**config.mk**
```make
export PLATFORM = sky130hd
export DESIGN_NAME = serial_subtractor
export DESIGN_NICKNAME = d
export VERILOG_FILES = /design/src/rtl/serial_subtractor.sv
export SDC_FILE = /design/constraint.sdc
export NUM_CORES = 1
export LEC_CHECK = 0
export ABC_CLOCK_PERIOD_IN_PS = 2500
export CAP_MARGIN = 25
export CORE_MARGIN = 5
export CORE_UTILIZATION = 40
export DETAILED_ROUTE_END_ITERATION = 8
export PLACE_DENSITY = 0.65
export SETUP_SLACK_MARGIN = 0.02
export SLEW_MARGIN = 20
export SYNTH_ARGS = -nofsm -noshare
export SYNTH_HDL_FRONTEND = slang
export SYNTH_SLANG_ARGS = --single-unit
```
**constraint.sdc**
```tcl
create_clock -name clk -period 2.5 [get_ports clk]
set_clock_uncertainty 0.2 [all_clocks]
set_input_delay 0.625 -clock clk [delete_from_list [all_inputs] [get_ports clk]]
set_output_delay 0.625 -clock clk [all_outputs]
set_load 0.005 [all_outputs]
```
**src/rtl/serial_subtractor.sv**
```systemverilog
// Bit-serial unsigned subtractor: computes a_in - b_in LSB-first, one bit per enabled cycle,
// with valid/ready handshakes on both sides and a global enable that freezes all state.
module serial_subtractor #(
   parameter int DATA_WIDTH = 16
) (
   input  logic                  clk,
   input  logic                  rst,
   input  logic                  ebl,
   input  logic                  in_valid,
   output logic                  in_ready,
   input  logic [DATA_WIDTH-1:0] a_in,
   input  logic [DATA_WIDTH-1:0] b_in,
   output logic                  out_valid,
   input  logic                  out_ready,
   output logic [DATA_WIDTH-1:0] diff,
   output logic                  borrow_out,
   output logic                  busy
);

   localparam int CW = (DATA_WIDTH > 1) ? $clog2(DATA_WIDTH) : 1;
   localparam logic [CW-1:0] LAST_BIT = CW'(DATA_WIDTH - 1);

   typedef enum logic [1:0] {IDLE, RUN, DONE} state_t;

   state_t                state_reg;
   logic [DATA_WIDTH-1:0] sa_reg;
   logic [DATA_WIDTH-1:0] sb_reg;
   logic [DATA_WIDTH-1:0] acc_reg;
   logic [DATA_WIDTH-1:0] diff_reg;
   logic [CW-1:0]         cnt_reg;
   logic                  br_reg;
   logic                  borrow_reg;
   logic                  out_valid_reg;
   logic                  busy_reg;

   logic                  d_bit;
   logic                  br_next;
   logic [DATA_WIDTH-1:0] acc_next;

   // One full-subtractor cell applied to the current LSBs of the shifting operands.
   assign d_bit    = sa_reg[0] ^ sb_reg[0] ^ br_reg;
   assign br_next  = (~sa_reg[0] & sb_reg[0]) | (~(sa_reg[0] ^ sb_reg[0]) & br_reg);
   assign acc_next = {d_bit, acc_reg[DATA_WIDTH-1:1]};

   assign in_ready   = (state_reg == IDLE) && ebl;
   assign out_valid  = out_valid_reg;
   assign diff       = diff_reg;
   assign borrow_out = borrow_reg;
   assign busy       = busy_reg;

   always_ff @(posedge clk or posedge rst) begin
      if (rst) begin
         state_reg     <= IDLE;
         sa_reg        <= '0;
         sb_reg        <= '0;
         acc_reg       <= '0;
         diff_reg      <= '0;
         cnt_reg       <= '0;
         br_reg        <= 1'b0;
         borrow_reg    <= 1'b0;
         out_valid_reg <= 1'b0;
         busy_reg      <= 1'b0;
      end else if (ebl) begin
         case (state_reg)
            IDLE: begin
               if (in_valid) begin
                  sa_reg    <= a_in;
                  sb_reg    <= b_in;
                  br_reg    <= 1'b0;
                  cnt_reg   <= '0;
                  acc_reg   <= '0;
                  busy_reg  <= 1'b1;
                  state_reg <= RUN;
               end
            end
            RUN: begin
               br_reg  <= br_next;
               acc_reg <= acc_next;
               sa_reg  <= sa_reg >> 1;
               sb_reg  <= sb_reg >> 1;
               cnt_reg <= cnt_reg + 1'b1;
               // Publish only the finished word so diff never exposes partial bits.
               if (cnt_reg == LAST_BIT) begin
                  diff_reg      <= acc_next;
                  borrow_reg    <= br_next;
                  out_valid_reg <= 1'b1;
                  state_reg     <= DONE;
               end
            end
            DONE: begin
               if (out_ready) begin
                  out_valid_reg <= 1'b0;
                  busy_reg      <= 1'b0;
                  state_reg     <= IDLE;
               end
            end
            default: begin
               out_valid_reg <= 1'b0;
               busy_reg      <= 1'b0;
               state_reg     <= IDLE;
            end
         endcase
      end
   end

endmodule

```
==> impl_metrics.py <==
metrics = {
    "timing": {
        "setup_violations": 0,
        "finalCriticalPeriod_ns": 2.351,
        "relSlewSlack_pct": 72.83,
        "hold_viol_final": 0,
        "rsz0062_at_grt": "no",
        "max_clock_freq_mhz": 425.4,
        "drv_slew": 0,
        "fin_tns_setup_ns": 0,
        "worst_pin_slew_ns": 0.4068,
        "finalCritPeriodShare_pct": 94.03,
    },
    "flow_run": {
        "drv_cap": 0,
    },
    "setup_path": {
        "cpPeakStageDelay_ns": 0.47,
        "critPathTopFamily": "buffers and inverters",
        "cp-start-kind": "primary input",
        "crit_start": "ebl",
        "worstPathBufferInverterCount": 2,
        "end_kind": "primary output",
        "crit_arrival_ns": 1.53,
        "cp_max_fo": 2,
        "critical_path_class": "in -> out",
        "r2r-end": "sa_reg[2]",
        "r2r_slack_ns": 0.61,
        "path_cells": "clkdlybuf4s50_1, nor3b_2, dlygate4sd2_1",
        "slowest_stage": "clkdlybuf4s50_1",
        "worstRegToRegCells": 5,
        "critPathRequiredTime_ns": 1.67,
        "rr_startpoint": "state_reg[0]",
    },
    "clock_tree": {
        "postCtsSetupBuffers": 0,
        "clock_path_buffers": 2,
        "cts_buffers": 9,
        "path_clk_slew_ns": 0.07,
        "htreeDepth": 3,
        "cts-root-buf": "clkbuf_8",
        "insertion_delay_ns": 0.34,
        "cts.sinks": 73,
        "cts_tree": "built",
    },
    "synth": {
        "synth_top_area_share_pct": 56.46,
        "synth_edf_count": 0,
        "ys_ff_latch": 73,
        "async_flop_share_pct": 100.0,
        "yosys-top-cells-area": "dfrtp_1 56%, mux2_2 22%, a22o_1 4.3%",
        "yosysWarnings": 0,
        "ys_top_cells_by_count": "73 x dfrtp_1, 64 x mux2_2, 16 x a22o_1, 8 x inv_1",
        "avgSynthCellArea_sq_um": 14.44,
        "syn-instance-count": 224,
        "synth.distinct_cells": 35,
        "synth_largest_area_cell": "dfrtp_1",
        "synthFlopType": "dfrtp_1",
        "synthesis.nets": 263,
        "ys_seq_area_share_pct": 56.46,
        "synth_area_sq_um": 3236,
        "yosysMostFrequentCell": "dfrtp_1",
    },
    "final_layout": {
        "multiInputGateArea_sq_um": 1286,
        "syn_to_final_growth_pct": 29.58,
        "fin_nets": 332,
        "fillers": 694,
        "num_antenna_cells": 0,
        "drive_gt1_share_pct": 35.35,
        "instances_no_fill": 399,
        "regArea_sq_um": 1827,
    },
    "outcome": {
        "status": "complete, no violations",
    },
    "place": {
        "placedCellCount": 384,
        "place_congestion": 0.6885,
        "dp_hpwl_um": 4124,
        "io_buffer_count": 56,
    },
    "floorplan": {
        "die_x_um": 99.94,
        "ios": 57,
        "start_util_pct": 41.44,
        "dieArea_sq_um": 9988,
        "die_h_um": 99.94,
        "placementRows": 32,
        "fp.coreArea_sq_um": 7807,
    },
    "worst_hold_path": {
        "min_path_type": "reg -> reg",
        "holdPathEnd": "sa_reg[9]",
        "hold_start": "sa_reg[9]",
        "hold_depth": 1,
    },
    "routing": {
        "dr.pass1.iters": 4,
        "drtIter0Drc": 127,
        "drc": 0,
        "ant_nets": 0,
        "via_count": 2002,
        "viasPerCell": 5.018,
        "route.detailed.wl_per_inst_um": 14.78,
        "drt-total-wl_um": 5897,
    },
    "grt": {
        "grt_antenna_before_repair": 0,
        "grt_pass1_vias": 2193,
        "grt_pass1_wl_um": 10320,
        "gr-total-overflow": 0,
        "grt_max_degree": 33,
        "grtUsageTotal_pct": 12.93,
    },
    "power": {
        "pwr_density_cell_nw_per_um2": 1108,
        "total_power_mw": 4.646,
        "vdd_drop_max_mv": 0.5120,
        "p_leak_nw": 1.901,
    },
}
report_power, final:
group / total, mW / internal (mW) / leakage, nW / switching, mW
clock: 0.850 / 0.451 / 0.0929 / 0.399
sequential: 2.01 / 1.70 / 0.933 / 0.308
combinational: 1.79 / 1.19 / 0.875 / 0.605
total: 4.65 / 3.33 / 1.90 / 1.31
cells in the final DEF, fill, tap and decap left out, types with 5 or more instances in the layout:
| cell | n |
|---|---|
| clkdlybuf4s50_1 | 55 |
| mux2_4 | 7 |
| clkbuf_8 | 9 |
| buf_4 | 11 |
| o21ai_0 | 6 |
| buf_12 | 5 |
| mux2_2 | 64 |
| inv_1 | 7 |
| dfrtp_1 | 73 |
| a22o_1 | 16 |
worst register-to-register path, stage by stage, from the launching register on:
cell and delay (ns):
dfrtp_1 0.37, buf_4 0.17, nor2b_2 0.19, buf_12 0.22
mux2_2 0.37, mux2_2 0.26
final cells by class:
| class | count | area share, % |
|---|---|---|
| Sequential cell | 73 | 43.57 |
| Multi-Input combinational cell | 129 | 30.68 |
| Timing Repair Buffer | 72 | 17.70 |
| Clock buffer | 11 | 3.133 |
| Tap cell | 102 | 3.044 |
| Clock inverter | 4 | 1.074 |
| Inverter | 8 | 0.8057 |
how the worst max path moves through the flow:
stage / endpoint / cells past startpoint
3_3_place_gp: in_ready / 3
2_1_floorplan: diff[0] / 6
4_1_cts: in_ready / 3
3_5_place_dp: in_ready / 3
5_1_grt: in_ready / 3
6_report: in_ready / 3
per-layer routing:
| metal | wire (um) | GRT usage (%) |
|---|---|---|
| met5 | 0 | 0 |
| met4 | 62 | 4.097 |
| met3 | 450 | 6.185 |
| met2 | 2780 | 20.63 |
| met1 | 2604 | 15.45 |
per-stage QoR:
step | instance area [sq um] | setup slack [ns] | hold WS (ns) | util (%)
finish | 4193 | 0.1492 | 0.3048 | 53.70
floorplan | 3239 | 0.5037 | 0.2732 | -
global placement | 4013 | -0.2250 | 0.2828 | 51.39
global route | 4193 | 0.08949 | 0.3189 | 53.70
detailed placement | 4013 | -0.2053 | 0.2899 | 51.39
CTS | 4193 | 0.1376 | 0.3090 | 53.70
cell families (layout without fill, tap and decap cells):
family | count (synthesis) | after routing | synth area share [%]
and+or+nand+nor | 16 | 16 | 3.210
muxes | 77 | 77 | 27.49
adders and majority gates | 2 | 2 | 1.005
AOI/OAI and AO/OA | 34 | 34 | 7.812
buffers and inverters | 22 | 95 | 4.022
DFF | 73 | 73 | 56.46
timing repair:
item	4_1_cts	5_1_grt
setup endpoints to repair	1	0
hold buffers	0	0
gates resized for setup	2	0
No activity file was read; power rests on OpenSTA's default activity.
